### src/rtl/otter_pkg.sv
// Shared types and encodings for the OTTER pipeline: load funct3 codes,
// writeback-select encodings and the control bundle carried from EX/MEM.
package otter_pkg;

  localparam logic [2:0] LB  = 3'b000;
  localparam logic [2:0] LH  = 3'b001;
  localparam logic [2:0] LW  = 3'b010;
  localparam logic [2:0] LBU = 3'b100;
  localparam logic [2:0] LHU = 3'b101;

  typedef enum logic [1:0] {
    SEL_PC4 = 2'd0,
    SEL_CSR = 2'd1,
    SEL_MEM = 2'd2,
    SEL_ALU = 2'd3
  } wb_sel_e;

  typedef struct packed {
    wb_sel_e    rf_wr_sel;
    logic       reg_write;
    logic       mem_read;
    logic [2:0] funct3;
  } ctrl_t;

endpackage

### src/rtl/load_align.sv
// Combinational load alignment: picks the byte/halfword/word at the given
// offset, sign- or zero-extends it, and flags misaligned or illegal loads.
module load_align
  import otter_pkg::*;
#(
  parameter int XLEN = 32
) (
  input  logic [XLEN-1:0] word,
  input  logic [1:0]      offset,
  input  logic [2:0]      funct3,
  output logic [XLEN-1:0] data,
  output logic            err
);

  logic [7:0]  byte_sel;
  logic [15:0] half_sel;

  always_comb begin
    byte_sel = word[{offset, 3'b000} +: 8];
    half_sel = word[{offset[1], 4'b0000} +: 16];
    data     = '0;
    err      = 1'b0;
    case (funct3)
      LB:  data = {{(XLEN-8){byte_sel[7]}}, byte_sel};
      LBU: data = {{(XLEN-8){1'b0}}, byte_sel};
      LH: begin
        if (offset[0]) err = 1'b1;
        else           data = {{(XLEN-16){half_sel[15]}}, half_sel};
      end
      LHU: begin
        if (offset[0]) err = 1'b1;
        else           data = {{(XLEN-16){1'b0}}, half_sel};
      end
      LW: begin
        if (offset != 2'b00) err = 1'b1;
        else                 data = word;
      end
      default: err = 1'b1;
    endcase
  end

endmodule

### src/rtl/mem_wb_stage.sv
// MEM/WB pipeline register of the OTTER core: captures EX/MEM results,
// aligns the synchronous-memory read word and drives the writeback inputs.
module mem_wb_stage
  import otter_pkg::*;
#(
  parameter int XLEN = 32,
  parameter int RA_W = 5
) (
  input  logic            CLOCK,
  input  logic            RESET_N,
  input  logic            STALL,
  input  logic            FLUSH,
  input  logic            EX_VALID,
  input  logic [XLEN-1:0] EX_ALU_OUT,
  input  logic [XLEN-1:0] EX_CSR_RD,
  input  logic [XLEN-1:0] EX_PC_4,
  input  logic [RA_W-1:0] EX_RD,
  input  logic [1:0]      EX_RF_WR_SEL,
  input  logic            EX_REG_WRITE,
  input  logic            EX_MEM_READ,
  input  logic [2:0]      EX_FUNCT3,
  input  logic [XLEN-1:0] MEM_DOUT,
  output logic [XLEN-1:0] ALU_OUT,
  output logic [XLEN-1:0] CSR_RD,
  output logic [XLEN-1:0] PC_4_OUT,
  output logic [XLEN-1:0] MEM_DOUT_2,
  output logic [1:0]      RF_WR_SEL,
  output logic [RA_W-1:0] WB_RD,
  output logic            regWrite,
  output logic            LOAD_ERR,
  output logic            WB_VALID
);

  ctrl_t           ex_ctrl;
  ctrl_t           ctrl;
  logic            valid;
  logic            held;
  logic [XLEN-1:0] alu_q;
  logic [XLEN-1:0] csr_q;
  logic [XLEN-1:0] pc4_q;
  logic [XLEN-1:0] hold_word;
  logic [RA_W-1:0] rd_q;
  logic [XLEN-1:0] word_src;
  logic [XLEN-1:0] align_data;
  logic            align_err;

  always_comb begin
    ex_ctrl           = '0;
    ex_ctrl.rf_wr_sel = wb_sel_e'(EX_RF_WR_SEL);
    ex_ctrl.reg_write = EX_REG_WRITE;
    ex_ctrl.mem_read  = EX_MEM_READ;
    ex_ctrl.funct3    = EX_FUNCT3;
  end

  // The memory word is only on MEM_DOUT for one cycle; a stalled load keeps
  // its own copy so the aligned result stays stable until the stall ends.
  always_ff @(posedge CLOCK or negedge RESET_N) begin
    if (!RESET_N) begin
      valid     <= 1'b0;
      held      <= 1'b0;
      ctrl      <= '0;
      alu_q     <= '0;
      csr_q     <= '0;
      pc4_q     <= '0;
      rd_q      <= '0;
      hold_word <= '0;
    end else if (FLUSH) begin
      valid <= 1'b0;
      held  <= 1'b0;
      ctrl  <= '0;
      alu_q <= EX_ALU_OUT;
      csr_q <= EX_CSR_RD;
      pc4_q <= EX_PC_4;
      rd_q  <= EX_RD;
    end else if (STALL) begin
      if (!held && valid && ctrl.mem_read) begin
        hold_word <= MEM_DOUT;
        held      <= 1'b1;
      end
    end else begin
      valid <= EX_VALID;
      held  <= 1'b0;
      ctrl  <= ex_ctrl;
      alu_q <= EX_ALU_OUT;
      csr_q <= EX_CSR_RD;
      pc4_q <= EX_PC_4;
      rd_q  <= EX_RD;
    end
  end

  assign word_src = held ? hold_word : MEM_DOUT;

  load_align #(.XLEN(XLEN)) u_align (
    .word   (word_src),
    .offset (alu_q[1:0]),
    .funct3 (ctrl.funct3),
    .data   (align_data),
    .err    (align_err)
  );

  assign ALU_OUT    = alu_q;
  assign CSR_RD     = csr_q;
  assign PC_4_OUT   = pc4_q;
  assign RF_WR_SEL  = ctrl.rf_wr_sel;
  assign WB_RD      = rd_q;
  assign WB_VALID   = valid;
  assign LOAD_ERR   = valid & ctrl.mem_read & align_err;
  assign MEM_DOUT_2 = ctrl.mem_read ? align_data : '0;
  assign regWrite   = valid & ctrl.reg_write & (rd_q != '0) & ~LOAD_ERR;

endmodule

### config.mk
export PLATFORM = sky130hd
export DESIGN_NAME = mem_wb_stage
export DESIGN_NICKNAME = d
export VERILOG_FILES = /design/src/rtl/otter_pkg.sv /design/src/rtl/load_align.sv /design/src/rtl/mem_wb_stage.sv
export SDC_FILE = /design/constraint.sdc
export NUM_CORES = 1
export LEC_CHECK = 0
export CAP_MARGIN = 5
export CORE_AREA = 2 2 133 135
export DETAILED_ROUTE_END_ITERATION = 8
export DIE_AREA = 0 0 135 137
export PLACE_DENSITY = 0.77
export SLEW_MARGIN = 15
export SYNTH_ARGS = -nofsm -noshare
export SYNTH_HDL_FRONTEND = slang
export SYNTH_SLANG_ARGS = --single-unit
### constraint.sdc
create_clock -name CLOCK -period 2 [get_ports CLOCK]
set_input_delay 0.5 -clock CLOCK [delete_from_list [all_inputs] [get_ports CLOCK]]
set_output_delay 0.5 -clock CLOCK [all_outputs]
set_load 0.03 [all_outputs]
==> results of run 1 <==
==> stage by stage <==
step | hold slack [ns] | util, % | setup WS (ns)
2_1_floorplan | 0.204 | - | -0.121
3_3_place_gp | 0.448 | 59.9 | -1.35
3_5_place_dp | 0.454 | 59.9 | -1.44
4_1_cts | 0.0595 | 64.9 | -0.760
5_1_grt | 0.0783 | 65.7 | -0.797
6_report | 0.0526 | 65.8 | -0.730
==> registers in the layout (all words and copies together), names as in the netlist <==
signal,count
ALU_OUT,32
WB_VALID,1
ctrl,5
CSR_RD,32
WB_RD,5
held,1
RF_WR_SEL,2
hold_word,32
PC_4_OUT,32
==> cell type report <==
cell class	count	area, µm²
diodes	1	2.50
clock buffers	22	474
clock inverters	10	126
fillers	1380	5840
inverters	1	3.75
multi-input cells	509	3090
flip-flops and latches	142	3560
well taps	225	282
repair buffers	365	3690
==> layout by cell type, fill, tap and decap left out, drive strengths merged, types with 2 or more instances in the layout <==
master / synthesis / layout
nand3: 7 / 7
mux2i: 24 / 24
o21a: 7 / 7
nor2: 21 / 21
mux2: 53 / 53
clkbuf: 9 / 22
nand2b: 5 / 5
mux4: 3 / 3
bufinv: 0 / 2
inv: 1 / 5
dlymetal6s2s: 0 / 29
nor3: 3 / 3
a22oi: 7 / 7
dlygate4sd2: 0 / 25
buf: 36 / 118
dfrtp: 142 / 142
clkdlybuf4s50: 0 / 193
clkinvlp: 0 / 3
nor2b: 2 / 2
nand2: 323 / 323
and3: 3 / 3
a21oi: 22 / 22
o21ai: 17 / 17
and2: 2 / 2
==> layer usage <==
metal | up-vias | wire, µm | track usage, %
met2 | 245 | 11300 | 41.0
met3 | 43 | 1930 | 8.07
met4 | 2 | 624 | 9.61
met5 | - | 13 | 0
met1 | 2849 | 8070 | 27.0
li1 | 2942 | - | -
==> power breakdown <==
part	switching [µW]	leakage, µW	internal [µW]
clock network	1250	0.000284	1960
logic	1060	0.00361	964
registers	160	0.00174	3160
==> kinds of logic (layout without fill, tap and decap cells) <==
group                  Yosys count  in the layout  synth area share (%)
AO/OA/AOI/OAI                   57             57                  5.34
buffers and inverters           46            398                  3.80
flip-flops                     142            142                  54.2
multiplexers                    80             80                  13.9
other                            0              1                     0
AND/OR/NAND/NOR                372            372                  22.8
==> worst register-to-register path, cell delays in order (launching register included) <==
cell     delay (ns)
dfrtp_1        0.34
buf_4          0.21
nand2_1        0.16
nor3_4         0.23
buf_12         0.24
mux2_2         0.38
==> worst max-delay path by stage <==
stage	startpoint	end	slack (ns)	cells after the start
6_report	held	MEM_DOUT_2[17]	-0.73	8
5_1_grt	held	MEM_DOUT_2[17]	-0.80	8
4_1_cts	held	MEM_DOUT_2[31]	-0.76	8
3_5_place_dp	MEM_DOUT[15]	MEM_DOUT_2[26]	-1.44	6
3_3_place_gp	MEM_DOUT[15]	MEM_DOUT_2[16]	-1.35	6
2_1_floorplan	ALU_OUT[0]	MEM_DOUT_2[24]	-0.12	6
==> timing repair <==
action | in CTS | in global routing
gates resized for setup | 260 | 48
hold endpoints to repair | 0 | 0
gates cloned | 1 | 0
setup endpoints to repair | 58 | 62
pin swaps | 16 | 12
buffers inserted | 11 | 3
==> results.tsv, run 1 <==
metric	value	unit
CP bufs+invs	4	
worst skew pair latency	0.42	ns
Final Cell Area	11200	µm²
Initial Util	38.4	%
sequential element share of the synthesized area	54.2	%
r2r setup slk	0.33	ns
post-route setup slack	-0.730	ns
crit start category	flip-flop	
Die H	137	µm
Final Non-Filler Cells	1275	
CTS tree	done	
Final Setup Violations	34	
total track usage	23.7	%
Least-Margin Pin Slew	0.539	ns
R2R depth	5	
initial antenna violation count	2	
distinct cell type count after synthesis	38	
drt pass-1 iters	4	
Num Clock Sinks	142	
DR DRC count	0	
Required @ worst endpoint	1.50	ns
drt via density	4.77	
Worst EP arrival	2.23	ns
DP Area	10200	µm²
VDD IR-drop max	582	µV
Final Skew	0.0110	ns
Die Wd	135	µm
RePlAce Congestion	0.891	
Initial DRC Count	244	
shortest period the worst path allows	2.73	ns
synthesized area per cell	9.41	µm²
Max Clk Rate	0.366	GHz
Crit Path Category	reg -> out	
#FFs+latches synth	142	
I/O pins	283	
fraction of synthesized cell area taken by the top area cell type	54.2	%
slew margin rel.	64.1	%
CP most frequent cell	buf_4	
crit path capture type	output pin	
row count	48	
Worst path slowest cell	dfrtp_1	
Netlist Area Pre-Place	6560	µm²
Root Buffer	clkbuf_16	
cell taking the most area after synthesis	dfrtp_1	
critical path cell sequence	buf_4, mux2_4, a22o_4, o21ai_4, buf_6, buf_16, nand2_2, buf_4	
final-report hold violation count	0	
Synth Flop Type	dfrtp_1	
share of cells above drive strength 1	25.9	%
Tcrit/Tclk final	136	%
DPL Wire Length	16000	µm
Post-synth EDFFs	0	
Synth top cells by count	nand2_1, dfrtp_1, mux2_2	
Worst R2R Start	ctrl[3]	
synth top area cells	dfrtp_1, nand2_1, mux2_2, mux2i_1, a21oi_1	
CTS Buffer Depth	2	
hold crit path type	in -> async	
RR Endpoint	hold_word[3]	
CTS Buf Count	17	
Setup TNS	-22.30	ns
Vias	6081	
first-pass GRT wire length	33400	µm
final net count	1181	
Worst path top cell family by delay	buffers and inverters	
Post-CTS Hold Fix Bufs	0	
CP max stage delay	0.40	ns
H-tree depth	4	
count leader, synth	nand2_1	
Leak	0.00563	µW
clk slew on worst S/H paths	0.06	ns
yosys warns	0	
DP Cell Count	1229	
I/O Buffers	282	
Layout Area Growth over Synthesis	71.1	%
RSZ-0062 raised after global routing	true	
failing checks	negative setup slack	
Synth Instances	697	
Max Cap Viol	0	
core box area	17100	µm²
total chip power	8550	µW
async set-or-reset flop fraction in the synthesized netlist	100	%
DIE AREA	18500	µm²
vias in the first global route	6135	
syn nets	842	
WL final	21900	µm
power per cell area	762	nW/µm²
total gr overflow	0	
Final Max Slew Viols	0	
Critical Path Fanout Max	8	
largest net degree at the start of global routing	95	
ANT nets after route	0	
wire per inst	17.2	µm
outcome	complete, but fails checks	
Power figures use the tool's default switching activity.
==> inputs of run 2 (changes only) <==
--- a/config.mk
+++ b/config.mk
@@ -9,6 +9,7 @@
 export CORE_AREA = 2 2 133 135
 export DETAILED_ROUTE_END_ITERATION = 8
 export DIE_AREA = 0 0 135 137
+export GPL_TIMING_DRIVEN = 0
 export PLACE_DENSITY = 0.77
 export SLEW_MARGIN = 15
 export SYNTH_ARGS = -nofsm -noshare
==> run 2 against run 1 <==
The run still ends with negative setup slack left. Combinational power shrank 5%. Final cell count down 1.3%. Die area unchanged. Critical path depth is the same. Register-to-register slack got worse by 0.13 ns. Clock power rose by 2%. Global-route usage grew 0.31 points. Cell area decreased by 2.9%. Worst hold slack gained 0.015 ns. Clock skew down 0.0045 ns. Maximum frequency is 0.14% higher. First-iteration DRC count increased by 31%.
==> results.tsv, run 2 (synthesized netlist as in run 1, its figures left out) <==
metric	value	unit
shortest period the worst path allows	2.73	ns
Required @ worst endpoint	1.50	ns
core box area	17100	µm²
Least-Margin Pin Slew	0.634	ns
CTS tree	done	
Tcrit/Tclk final	136	%
first-pass GRT wire length	33700	µm
Worst Setup Slack post-DPL	-1.17	ns
Worst path slowest cell	dfrtp_1	
DR DRC count	0	
Max Cap Viol	0	
Vias	6031	
drt via density	4.79	
final net count	1165	
ANT nets after route	0	
Final Setup Violations	34	
post-route setup slack	-0.726	ns
Critical Path Fanout Max	10	
H-tree depth	4	
drt pass-1 iters	4	
total gr overflow	0	
I/O pins	283	
commonest non-fill, non-tap cell in the layout	nand2_1	
final-report hold violation count	0	
Initial DRC Count	319	
DP Area	9840	µm²
Max Clk Rate	0.367	GHz
Leak	0.00547	µW
CP most frequent cell	buf_6	
Crit Path Category	reg -> out	
WL final	22100	µm
Final Skew	0.00645	ns
VDD IR-drop max	537	µV
most frequent cells in the layout	nand2_1, clkdlybuf4s50_1, dfrtp_1	
vias in the first global route	6089	
power per cell area	784	nW/µm²
largest net degree at the start of global routing	75	
RSZ-0062 raised after global routing	true	
row count	48	
critical path cell sequence	buf_6, mux2_4, a22o_4, o21ai_4, buf_6, buf_16, nand2_2, buf_2	
CTS Buf Count	17	
worst skew pair latency	0.41	ns
Layout Area Growth over Synthesis	66.1	%
Num Clock Sinks	142	
# fillers	1400	
CP max stage delay	0.37	ns
slew margin rel.	57.8	%
CTS Buffer Depth	2	
Die H	137	µm
initial antenna violation count	1	
share of cells above drive strength 1	22.6	%
failing checks	negative setup slack	
final core utilization	63.9	%
wire per inst	17.6	µm
Final Max Slew Viols	0	
DPL Wire Length	16200	µm
outcome	complete, but fails checks	
DIE AREA	18500	µm²
Root Buffer	clkbuf_16	
total track usage	24.0	%
crit start category	flip-flop	
hold crit path type	in -> async	
RePlAce Congestion	0.835	
Post-CTS Hold Fix Bufs	0	
Initial Util	38.4	%
Die Wd	135	µm
Worst EP arrival	2.23	ns
I/O Buffers	280	
clk slew on worst S/H paths	0.06	ns
crit path capture type	output pin	
Final Cell Area	10900	µm²
## run 2: final timing paths
kind	startpoint	endpoint	slack [ns]	cells past startpoint
max	held	MEM_DOUT_2[17]	-0.73	8
min	RESET_N	hold_word[21]	0.07	1
max reg2reg	held	hold_word[28]	0.20	5
min reg2reg	CSR_RD[29]	CSR_RD[29]	0.46	2
max in group asynchronous	RESET_N	ALU_OUT[0]	1.16	2
min in group CLOCK	FLUSH	ctrl[0]	0.40	2
## run 2: repair_timing
item                                    4_1_cts  5_1_grt
gates resized for setup                     271       48
gates cloned                                  2        0
pin swaps                                     7        5
setup buffers                                18        4
endpoints found under the setup margin       56       77
## run 2: power breakdown
part | total, µW | switching (µW) | internal (µW)
Clock | 3290 | 1230 | 2060
Combinational | 1920 | 1030 | 892
Sequential | 3330 | 164 | 3160
## run 2: through the flow
step                      TNS, ns  hold slack, ns  instances  power, µW
after CTS                  -22.36          0.0860       1253       8590
after floorplan             -2.75           0.204        697       4290
after global routing       -24.61           0.103       1257       8900
after detailed placement   -44.46           0.454       1203       5250
final                      -22.21          0.0681       1258       8540
after global placement    -826.52           0.449       1202       5210
## run 2: cell type report
cell class | count | area [µm²] | area share (%)
timing repair buffer | 305 | 3130 | 28.8
clock buffer | 22 | 474 | 4.35
multi-input combinational | 509 | 2980 | 27.3
sequential | 142 | 3560 | 32.7
inverter | 1 | 7.51 | 0.0689
clock inverter | 9 | 134 | 1.23
tap | 225 | 282 | 2.58
antenna | 1 | 2.50 | 0.0230
buffer | 44 | 325 | 2.99
## run 2: per-layer routing
| metal | track usage, % | routed length, µm | part of all wire, % | vias up |
|---|---|---|---|---|
| met4 | 8.39 | 491 | 2.2 | 0 |
| met3 | 9.15 | 2080 | 9.4 | 31 |
| met5 | 0 | 0 | 0 | - |
| met1 | 27.5 | 8180 | 37 | 2861 |
| li1 | - | - | - | 2892 |
| met2 | 41.3 | 11400 | 51 | 247 |
## run 2: critical path, delay by kind of cell (launching register included)
| family | cells | cell delay (ns) |
|---|---|---|
| AO/OA/AOI/OAI | 2 | 0.48 |
| buffers and inverters | 4 | 0.59 |
| flip-flops | 1 | 0.37 |
| multiplexers | 1 | 0.33 |
| AND/OR/NAND/NOR | 1 | 0.05 |
